### src/rtl/lifo_reverse_ctrl.sv
// lifo_reverse_ctrl: frame reverser that drives a LIFObuffer from a valid/ready stream
// Ports: Clk/Rst (sync active-high); in_* upstream stream; out_* reversed stream;
// lifo_* to/from LIFObuffer (RW 0=push 1=pop); err sticky flag mismatch.
// Optional LIFO_REVERSE_CTRL_FLAGCHK_EN: checks lifo_EMPTY/lifo_FULL against
// the internal occupancy; otherwise err is tied 0.
module lifo_reverse_ctrl #(
  parameter int WIDTH = 4,
  parameter int DEPTH = 8,
  parameter int CW    = 4
) (
  input  logic             Clk,
  input  logic             Rst,
  input  logic [WIDTH-1:0] in_data,
  input  logic             in_valid,
  input  logic             in_last,
  output logic             in_ready,
  output logic [WIDTH-1:0] out_data,
  output logic             out_valid,
  output logic             out_last,
  input  logic             out_ready,
  output logic [WIDTH-1:0] lifo_dataIn,
  output logic             lifo_RW,
  output logic             lifo_EN,
  input  logic [WIDTH-1:0] lifo_dataOut,
  input  logic             lifo_EMPTY,
  input  logic             lifo_FULL,
  output logic             err
);
  typedef enum logic {FILL, DRAIN} state_e;
  state_e           state_q, state_d;
  logic [CW-1:0]    count_q, count_d;
  logic             seg_last_q, seg_last_d;
  logic             fly_q, fly_last_q;
  logic [1:0]       occ_q, occ_d, wpos;
  logic [WIDTH:0]   sk_q [2];
  logic [WIDTH:0]   sk_d [2];
  logic             push, pop, rd;
  logic [2:0]       eff;
  assign out_valid = occ_q != 2'd0;
  assign out_data  = sk_q[0][WIDTH-1:0];
  assign out_last  = out_valid && sk_q[0][WIDTH];
  assign rd        = out_valid && out_ready;
  always_comb begin
    in_ready    = !Rst && state_q == FILL && count_q < CW'(DEPTH);
    push        = in_ready && in_valid;
    // the word leaving this cycle frees its slot, which keeps one pop per cycle
    eff         = {1'b0, occ_q} - {2'b0, rd} + {2'b0, fly_q};
    pop         = !Rst && state_q == DRAIN && count_q != '0 && eff < 3'd2;
    lifo_EN     = push || pop;
    lifo_RW     = pop;
    lifo_dataIn = push ? in_data : '0;
    count_d     = push ? count_q + 1'b1 : pop ? count_q - 1'b1 : count_q;
    state_d     = state_q;
    seg_last_d  = seg_last_q;
    if (push && (in_last || count_q == CW'(DEPTH - 1))) begin
      state_d    = DRAIN;
      seg_last_d = in_last;
    end
    if (state_q == DRAIN && count_q == '0 && !fly_q && occ_q == 2'd0) state_d = FILL;
    wpos  = occ_q - {1'b0, rd};
    occ_d = occ_q - {1'b0, rd} + {1'b0, fly_q};
    sk_d  = sk_q;
    if (rd) sk_d[0] = sk_q[1];
    if (fly_q) sk_d[wpos[0]] = {fly_last_q, lifo_dataOut};
  end
  always_ff @(posedge Clk) begin
    if (Rst) begin
      state_q    <= FILL;
      count_q    <= '0;
      seg_last_q <= 1'b0;
      fly_q      <= 1'b0;
      fly_last_q <= 1'b0;
      occ_q      <= 2'd0;
      sk_q       <= '{default: '0};
    end else begin
      state_q    <= state_d;
      count_q    <= count_d;
      seg_last_q <= seg_last_d;
      fly_q      <= pop;
      fly_last_q <= pop && count_q == CW'(1) && seg_last_q;
      occ_q      <= occ_d;
      sk_q       <= sk_d;
    end
  end
`ifdef LIFO_REVERSE_CTRL_FLAGCHK_EN
  logic exp_empty_q, exp_full_q, err_q;
  always_ff @(posedge Clk) begin
    if (Rst) begin
      exp_empty_q <= 1'b1;
      exp_full_q  <= 1'b0;
      err_q       <= 1'b0;
    end else begin
      exp_empty_q <= count_q == '0;
      exp_full_q  <= count_q == CW'(DEPTH);
      if (exp_empty_q != lifo_EMPTY || exp_full_q != lifo_FULL) err_q <= 1'b1;
    end
  end
  assign err = err_q;
`else
  logic unused_flags;
  assign unused_flags = lifo_EMPTY | lifo_FULL;
  assign err = 1'b0;
`endif
endmodule

### config.mk
export PLATFORM = sky130hd
export DESIGN_NAME = lifo_reverse_ctrl
export DESIGN_NICKNAME = d
export VERILOG_FILES = /design/src/rtl/lifo_reverse_ctrl.sv
export SDC_FILE = /design/constraint.sdc
export NUM_CORES = 1
export LEC_CHECK = 0
export ABC_AREA = 1
export BUFFER_PORTS_ARGS = -buffer_cell sky130_fd_sc_hd__buf_4
export CORE_MARGIN = 3
export CORE_UTILIZATION = 55
export DETAILED_ROUTE_END_ITERATION = 16
export MAX_ROUTING_LAYER = met4
export PLACE_DENSITY_LB_ADDON = 0.12
export REMOVE_ABC_BUFFERS = 1
export SLEW_MARGIN = 30
export SYNTH_ARGS = -nofsm -noshare
export SYNTH_HDL_FRONTEND = slang
export SYNTH_SLANG_ARGS = --single-unit
### constraint.sdc
create_clock -name Clk -period 3.9 [get_ports Clk]
set_input_delay 0.78 -clock Clk [delete_from_list [all_inputs] [get_ports Clk]]
set_output_delay 0.78 -clock Clk [all_outputs]
set_load 0.05 [all_outputs]
Word level (Yosys, flattened, before mapping)

Index checks and enable logic that the tools add are counted.

Bits in registers: 20
Logic and storage cells: 55

$add $sub $neg: 6
$lt $le $gt $ge: 4
Equal/unequal tests: 2
Mux-type cells: 8
Bitwise logic cells: 2
Reductions and logical operators: 25

Operators with widths:

| kind                                                                         | count |
|---|---|
| 1-bit logical AND                                                            | 15 |
| 4-bit two-way mux                                                            | 3 |
| 10-bit bitwise mux                                                           | 1 |
| 10-bit two-way mux                                                           | 1 |
| 5-bit two-way mux                                                            | 2 |
| 5-bit demux with 1-bit select                                                | 1 |
| 4-bit by 1-bit adder with 4-bit output, second input constant                | 1 |
| 4-bit by 1-bit equality test with 1-bit output, second input constant        | 1 |
| 4-bit by 3-bit equality test with 1-bit output, second input constant        | 1 |
| 4-bit logical NOT                                                            | 1 |
| 4-bit less-than comparator, second input constant                            | 1 |
| 2-bit nonzero test                                                           | 2 |
| 4-bit nonzero test                                                           | 1 |
| 4-bit by 1-bit subtractor with 4-bit output, second input constant           | 1 |
| 3-bit by 1-bit adder with 3-bit output                                       | 1 |
| 3-bit by 2-bit less-than comparator with 1-bit output, second input constant | 1 |
| 2-bit by 1-bit subtractor with 3-bit output                                  | 1 |
| 2-bit by 1-bit adder with 2-bit output                                       | 1 |
| 2-bit greater-or-equal comparator, second input constant                     | 1 |
| 1-bit logical NOT                                                            | 2 |
| 2-bit logical NOT                                                            | 1 |
| 1-bit logical OR                                                             | 2 |
| 2-bit by 1-bit less-than comparator with 1-bit output, second input constant | 1 |
| 1-bit NOT with 2-bit output                                                  | 1 |
| other kinds (3)                                                              | 3 |

Longest topological paths before layout

Gate-level depths: netlist of the first run.

Depth in word-level cells: 10
Depth in mapped cells: 13
Depth with buffers taken out: 13

Least setup slack after synthesis of the first run

OpenSTA, ideal clock, no wires.

Kind: input -> output
Start: input port out_ready
End: output port lifo_RW
Arrival: 2.347 ns
Data required time: 3.120 ns
Slack: 0.773 ns
Stages: 8
Cell sequence: or2_2 -> nand2_1 -> nand2_1 -> fa_1 -> nand2_1 -> nor2_1 -> nand3_2 -> inv_1

Word-level cells in the longest chain between the ends: 5

RTL lines:

| what                                                  | RTL line | text |
|---|---|---|
| start, declared                                       | 20       | `input logic out_ready,` |
| 1-bit logical AND                                     | 42       | `assign rd = out_valid && out_ready;` |
| 2-bit by 1-bit subtractor with 3-bit output           | 47       | `eff = {1'b0, occ_q} - {2'b0, rd} + {2'b0, fly_q};` |
| 3-bit by 1-bit adder with 3-bit output                | 47       |  |
| 3-bit by 2-bit less-than comparator with 1-bit output | 48       | `pop = !Rst && state_q == DRAIN && count_q != '0 && eff < 3'd2;` |
| 1-bit logical AND                                     | 48       |  |
| end, declared                                         | 22       | `output logic lifo_RW,` |

No other way between the ends.

Worst setup path in the final report of the first run

Start: input port out_ready
End: output port lifo_EN

Word-level cells in the longest chain between the ends: 6

RTL lines:

| what                                                  | RTL line | text |
|---|---|---|
| 1-bit logical AND                                     | 42       |  |
| 2-bit by 1-bit subtractor with 3-bit output           | 47       |  |
| 3-bit by 1-bit adder with 3-bit output                | 47       |  |
| 3-bit by 2-bit less-than comparator with 1-bit output | 48       |  |
| 1-bit logical AND                                     | 48       |  |
| 1-bit logical OR                                      | 49       | `lifo_EN = push \|\| pop;` |
| end, declared                                         | 23       | `output logic lifo_EN,` |

No other way between the ends.

==> results of run 1 <==
==> worst register-to-register path, delay by kind of cell, from the launching register on <==
family	cells	cell delay, ps
simple gates	9	1040
fa+ha+maj	1	500
flops	1	430
buf+inv	1	60
==> routing by layer <==
layer,up-vias,GRT usage,routed length [microns]
li1,574,-,-
met1,493,0.224,1030
met2,23,0.379,1240
met3,4,0.0315,99
met4,0,0.114,44
met5,-,-,0
==> power by group through the flow <==
stage | sequential, mW | combinational [mW] | clock, mW
4_1_cts | 0.221 | 0.106 | 0.126
6_report | 0.221 | 0.106 | 0.121
3_3_place_gp | 0.225 | 0.103 | 0
2_1_floorplan | 0.227 | 0.0699 | 0
5_1_grt | 0.222 | 0.118 | 0.133
3_5_place_dp | 0.225 | 0.106 | 0
==> worst paths after layout <==
kind	to	slack, ps
hold / removal	flip-flop	470
hold reg to reg	flip-flop	470
setup reg to reg	count_q[0]$_SDFFE_PP0P_	1780
setup / recovery	lifo_EN	530
==> layout make-up <==
class,count,area (sq um)
clock buffer,4,36.3
fill,164,492
inverter,25,93.8
multi-input combinational,119,598
sequential,20,400
tap,25,31.3
timing repair buffer,25,188
==> cell families after synthesis <==
family | Yosys count | synth area share
other | 1 | 0.00326
and+or+nand+nor | 92 | 0.351
DFF | 20 | 0.348
adders and majority gates | 6 | 0.0718
AOI/OAI and AO/OA | 18 | 0.0783
xor gates and xnor gates | 2 | 0.0152
buffers and inverters | 33 | 0.132
==> through the flow <==
stage | utilization | cell area, sq um | hold WS (ps) | std cells
6_report | 0.733 | 1350 | 466 | 218
5_1_grt | 0.733 | 1350 | 509 | 218
4_1_cts | 0.733 | 1350 | 471 | 218
3_5_place_dp | 0.713 | 1310 | 454 | 214
3_3_place_gp | 0.713 | 1310 | 441 | 214
2_1_floorplan | - | 1090 | 429 | 164
==> placed cells by master, fill, tap and decap left out, types with 2 or more instances in the layout <==
cell type / netlist / final
nand2_1: 35 / 35
nor2_1: 33 / 33
buf_4: 5 / 25
inv_1: 24 / 24
dfxtp_1: 20 / 20
nand3_1: 13 / 13
o21ai_0: 13 / 13
a21oi_1: 5 / 5
ha_1: 5 / 5
nand3_2: 3 / 3
clkbuf_4: 0 / 3
nand4_1: 2 / 2
nor3_1: 2 / 2
==> metrics.txt, run 1 <==
area share of the leading cell type in the synthesized netlist 0.348; setup repair bufs after CTS 0; Critical path origin out_ready; Synth area leader dfxtp_1; cell-internal power 0.306 mW; top cells by count, synth nand2_1 (35), nor2_1 (33), inv_1 (24), dfxtp_1 (20); Hold Crit Class flip-flop to flip-flop; clk slew on worst S/H paths 110 ps; flops & latches, synth 20; gr ovfl total 0; WL/cell 11.1 microns; via count 1094; root buffer cell clkbuf_4; skew final between 2 and 3 ps; Final Cycle Share 0.864; FMAX about 300 MHz; Clock power frac 0.271; area grow syn2layout 17.2%; Final ANT Viol Nets 0; Via-to-Cell Ratio 5.02; reg-to-reg startpoint occ_q[1]$_SDFF_PP0_; Final min period 3370 ps; CTS tree yes; final WL roughly 2400 microns; worst path arrival time 2590 ps; largest net degree at the start of global routing 18; Net count, final 215; crit-path cells buf_4 > or2_2 > nand2_1 > nand2_1 > fa_1 > nand2_1 > nor2_1 > nand3_2 > nand2_4 > buf_4; Setup Slack @ Placement ~550 ps; P_leak 0.690 nW; Levels on crit path 10; IO Port Bufs 25; synthesized area per cell 6.69 sq um; Max clock buf depth 2; CP bufs+invs 2; Pre-antenna DRT Iters 4; PnR worst setup slack ~530 ps; first-pass GRT wire length 4220 microns; Critical Path Slowest Stage Cell fa_1; CP dominant cell by count nand2_1; Die Wd between 50 and 60 microns; Clk Latency, worst-skew pair 300 ps; starting density of the core 0.625; mapped cell area 1150 sq um; Sw Ratio 0.317; RePlAce Congestion 0.863; Die H 51.7 microns; Yosys cell types 24; Ys Warns 0; Power Total 0.448 mW; vias in the first global route 1057; share of layout cells above drive strength 1 0.187; Critical Path Source Type input pin; Post-synth top flop dfxtp_1; Fin. Hold Viols 0; initial DRC count 45; endpoints failing setup 0; number of max-cap violations 0; total track usage 0.212; fraction of registers with async set/reset 0; die area 2680 sq um; R2R cell count 11; initial antenna violation count 0; slowest cell delay on critical path 500 ps; count leader, synth nand2_1; Max Slew Vio Count 0; IO Pins 29; post_cts resized 0; DRC viols 0; dpl hpwl between 1500 and 2000 microns; # clock sinks 20; outcome completed; Flop pwr share 0.492; sequential fraction of the synthesis area 0.348; Comb pwr share 0.237; post-route setup TNS 0 ps; CP endpoint kind output pin; Worst Setup Path Type input pin to output pin; RSZ-0062 raised after global routing false; hold depth 2; CP top delay family simple AND/OR/NAND/NOR gates; PwrDens 333 nW/um^2; core box area roughly 1800 sq um; Syn Inst Count 172; hold buffers post-CTS 0; Post-synth EDFFs 0; NetSw 0.142 mW; H-tree Lvls 1; Core Rows 15; maximum vdd drop 0.234 mV; antenna diode count 0; largest cells by area after synthesis dfxtp_1 (35%), nand2_1 (11%), nor2_1 (11%); Num CTS Buffers 3; crit path max fanout 7; Worst Path Required around 3100 ps
Note: power is estimated with default switching activity, not from simulation.
==> inputs of run 2 (changes only) <==
- CORE_UTILIZATION: 55 -> 52
- clock period: 3.9 -> 3.8 ns (I/O delays scaled with it)
==> run 2 against run 1 <==
Compared with the run above: die area is 5.1% higher; worst setup slack worse by 59 ps; flip-flop and latch count stayed put; critical endpoint unchanged; highest routed layer unchanged.
==> metrics.txt, run 2 (same netlist as run 1, synthesis figures left out) <==
outcome completed; R2R cell count 12; Util after Layout 0.676; slowest cell delay on critical path roughly 480 ps; IO Port Bufs 25; WL/cell 11.2 microns; final WL 2460 microns; Setup Slack @ Placement 488 ps; CP endpoint kind output pin; setup repair bufs after CTS 0; maximum vdd drop between 0.2 and 0.3 mV; core box area 2020 sq um; CP bufs+invs 2; initial antenna violation count 0; Core Rows 16; R2R Setup Slk approximately 1700 ps; Net count, final 215; Hold Crit Class flip-flop to flip-flop; Num CTS Buffers 3; # clock sinks 20; DRC viols 0; Clk Latency, worst-skew pair 300 ps; gr ovfl total 0; fillcell total 195; starting density of the core 0.569; H-tree Lvls 1; Worst Path Required 3040 ps; vias in the first global route approximately 1.0k; IO Pins 29; Critical Path Slowest Stage Cell fa_1; area grow syn2layout 18.8%; clk slew on worst S/H paths roughly 120 ps; worst path arrival time 2570 ps; multi-input logic area 598 sq um; PnR worst setup slack 471 ps; antenna diode count 0; Via-to-Cell Ratio 4.82; Die Wd 53.0 microns; Critical Path Source Type input pin; hold buffers post-CTS 0; Levels on crit path 10; RePlAce Congestion 0.863; Storage cell area about 400 sq um; Final min period 3330 ps; FMAX 300 MHz; reg-to-reg startpoint occ_q[0]$_SDFF_PP0_; total track usage 0.218; hold depth 2; PwrDens around 370 nW/um^2; dpl hpwl 1860 microns; post-route setup TNS 0 ps; most common cell after layout, fill and taps aside nand2_1; post_cts resized 0; number of max-cap violations 0; Max Slew Vio Count 0; crit path max fanout 7; first-pass GRT wire length ~4500 microns; Worst Setup Path Type input pin to output pin; commonest non-fill, non-tap cells in the layout nand2_1 (35), nor2_1 (33), buf_4 (25); Final Cycle Share 0.876; Max clock buf depth 2; r2r endpoint count_q[0]$_SDFFE_PP0P_; endpoints failing setup 0; die area 2810 sq um; P_leak roughly 0.7 nW; crit-path cells buf_4 > or2_2 > nand2_1 > nand2_1 > fa_1 > nand2_1 > nor2_1 > nand3_2 > nand2_4 > buf_4; CP top delay family simple AND/OR/NAND/NOR gates; CP dominant cell by count nand2_1; Fin. Hold Viols 0; share of layout cells above drive strength 1 0.187; Final ANT Viol Nets 0; CTS tree yes; root buffer cell clkbuf_4; via count 1060; skew final 3.68 ps; Pre-antenna DRT Iters 4; RSZ-0062 raised after global routing false; initial DRC count 16; worst-case hold slack 463 ps; largest net degree at the start of global routing 18; Die H 53.0 microns
## run 2: changes by cell type in the layout (fill, tap and decap cells not counted)
cell,previous run,this run
clkbuf_8,1,0
bufinv_16,0,1
## run 2: report_power, final
group / internal [mW] / leakage (nW) / switching [mW]
Sequential: 0.218 / 0.162 / 0.00935
Clock: 0.106 / 0.0279 / 0.0686
Combinational: 0.0381 / 0.507 / 0.0699
## run 2: through the flow
step / cell area, sq um / power (mW) / instances
3_3_place_gp: 1310 / 0.338 / 216
5_1_grt: 1370 / 0.538 / 220
4_1_cts: 1370 / 0.517 / 220
3_5_place_dp: 1310 / 0.340 / 216
6_report: 1370 / 0.510 / 220
2_1_floorplan: 1090 / 0.305 / 164
## run 2: cell type report
class	instances	share of cell area
flip-flops and latches	20	0.293
inverters	25	0.0687
well taps	27	0.0247
multi-input cells	119	0.438
clock buffers	3	0.0165
clock inverters	1	0.0220
repair buffers	25	0.137
## run 2: metal layers
layer  up-vias  part of all wire  track usage
li1        570                 -            -
met1       467              0.52        0.288
met2        21              0.43        0.339
met3         2             0.041       0.0254
met4         0            0.0073       0.0851
met5         -                 0            -
## run 2: worst max-delay path by stage
stage / from / slack [ps] / to
CTS: out_ready / 480 / lifo_EN
global route: out_ready / 340 / lifo_EN
global placement: out_ready / 510 / lifo_EN
detailed placement: out_ready / 490 / lifo_EN
finish: out_ready / 470 / lifo_EN
floorplan: out_ready / 710 / lifo_RW
## run 2: worst reg2reg max path, cell delays in order (launching register included)
cell	delay (ps)
dfxtp_1	330
inv_1	50
or2_2	300
nand2_1	90
nand2_1	70
fa_1	480
nand2_1	50
nor2_1	110
nand3_2	210
nand2_4	140
inv_1	80
nor2_1	90
nor2_1	50
==> inputs of run 3 (changes only) <==
- PLACE_DENSITY: unset -> 0.87
- PLACE_DENSITY_LB_ADDON: 0.12 -> unset
==> run 3 against run 2 <==
Compared with the run above: wire length rose by 0.98%; sequential share of layout area rose by 0.66 points; sequential power barely moved; combinational power barely moved; clock skew fell by 1.7 ps; die area did not move; critical path depth did not move; first-iteration DRC count rose by 110%; worst hold slack improved by 4.9 ps.
==> metrics.txt, run 3 (same netlist as run 1, synthesis figures left out) <==
endpoints failing setup 0; Die Wd 53.0 microns; CTS tree yes; # clock sinks 20; Final Cycle Share 0.889; Via-to-Cell Ratio 5.16; Max Slew Vio Count 0; Net count, final 215; share of layout cells above drive strength 1 0.182; DRC viols 0; Hold Crit Class flip-flop to flip-flop; hold depth 2; skew final around 2.0 ps; post_cts resized 0; Power Total 0.433 mW; worst-case hold slack 468 ps; H-tree Lvls 1; maximum vdd drop about 0.22 mV; core box area 2020 sq um; RSZ-0062 raised after global routing false; gr ovfl total 0; number of max-cap violations 0; RePlAce Congestion 0.923; Num CTS Buffers 3; clk slew on worst S/H paths 100 ps; Pre-antenna DRT Iters 4; Final min period 3380 ps; Core Rows 16; slowest cell delay on critical path 500 ps; crit-path cells buf_4 > or2_2 > nand2_1 > nand2_1 > fa_1 > nand2_1 > nor2_1 > nand3_2 > nand2_4 > buf_4; Max clock buf depth 2; outcome completed; post-route setup TNS 0 ps; vias in the first global route 1047; dpl hpwl 1930 microns; antenna diode count 0; first-pass GRT wire length roughly 4100 microns; die area 2810 sq um; root buffer cell clkbuf_4; WL/cell roughly 11 microns; Die H 53.0 microns; setup repair bufs after CTS 0; Fin. Hold Viols 0; FMAX 296 MHz; final WL 2480 microns; Critical Path Source Type input pin; R2R cell count 12; commonest non-fill, non-tap cells in the layout nand2_1 (35), nor2_1 (33), buf_4 (25); initial DRC count 33; worst path arrival time 2620 ps; total track usage 0.200; IO Port Bufs 25; area grow syn2layout 16.2%; Worst Path Required 3040 ps; Critical Path Slowest Stage Cell fa_1; most common cell after layout, fill and taps aside nand2_1; Worst Setup Path Type input pin to output pin; starting density of the core 0.569; IO Pins 29; Final ANT Viol Nets 0; CP dominant cell by count nand2_1; initial antenna violation count 0; Clk Latency, worst-skew pair 290 ps; P_leak 0.683 nW; via count 1129; CP endpoint kind output pin; crit path max fanout 7; largest net degree at the start of global routing 18; PwrDens 324 nW/um^2; hold buffers post-CTS 0
## run 3: cell types whose count changed in the layout (fill, tap and decap cells not counted)
cell and change:
bufinv_16 -1
## run 3: layout make-up
| type | instances | area, sq um |
|---|---|---|
| inverter | 25 | 93.8 |
| clock buffer | 3 | 22.5 |
| multi-input combinational | 119 | 598 |
| tap | 27 | 33.8 |
| timing repair buffer | 25 | 188 |
| sequential | 20 | 400 |
| fill | 200 | 686 |
## run 3: power breakdown
part	internal [mW]	switching, mW
Clock	0.0369	0.0603
Combinational	0.0380	0.0713
Sequential	0.218	0.00893
Total	0.293	0.141
## run 3: per-stage QoR
| step | area, sq um | worst slack [ps] | util | instances |
|---|---|---|---|---|
| after floorplan | 1090 | 713 | - | 164 |
| after global placement | 1310 | 523 | 0.650 | 216 |
| after detailed placement | 1310 | 434 | 0.650 | 216 |
| after CTS | 1340 | 437 | 0.661 | 219 |
| after global routing | 1340 | 327 | 0.661 | 219 |
| final | 1340 | 424 | 0.661 | 219 |
## run 3: critical path: cells and delay by family
| family | cells | cell delay [ps] |
|---|---|---|
| and+or+nand+nor | 7 | 990 |
| adders and majority gates | 1 | 500 |
| buffers and inverters | 2 | 350 |
## run 3: routing by layer
metal | vias to the layer above | track usage | wire, microns
met5 | - | - | 0
met2 | 37 | 0.393 | 1250
met3 | 5 | 0.0310 | 155
met1 | 517 | 0.193 | 1030
met4 | 0 | 0.0723 | 36
li1 | 570 | - | -
## run 3: path summary, 6_finish.rpt
check,start,to,slack [ps]
setup reg to reg,occ_q[0]$_SDFF_PP0_,count_q[3]$_SDFFE_PP0P_,1640
hold / removal,flip-flop,flip-flop,470
hold reg to reg,flip-flop,flip-flop,470
setup / recovery,out_ready,lifo_EN,420
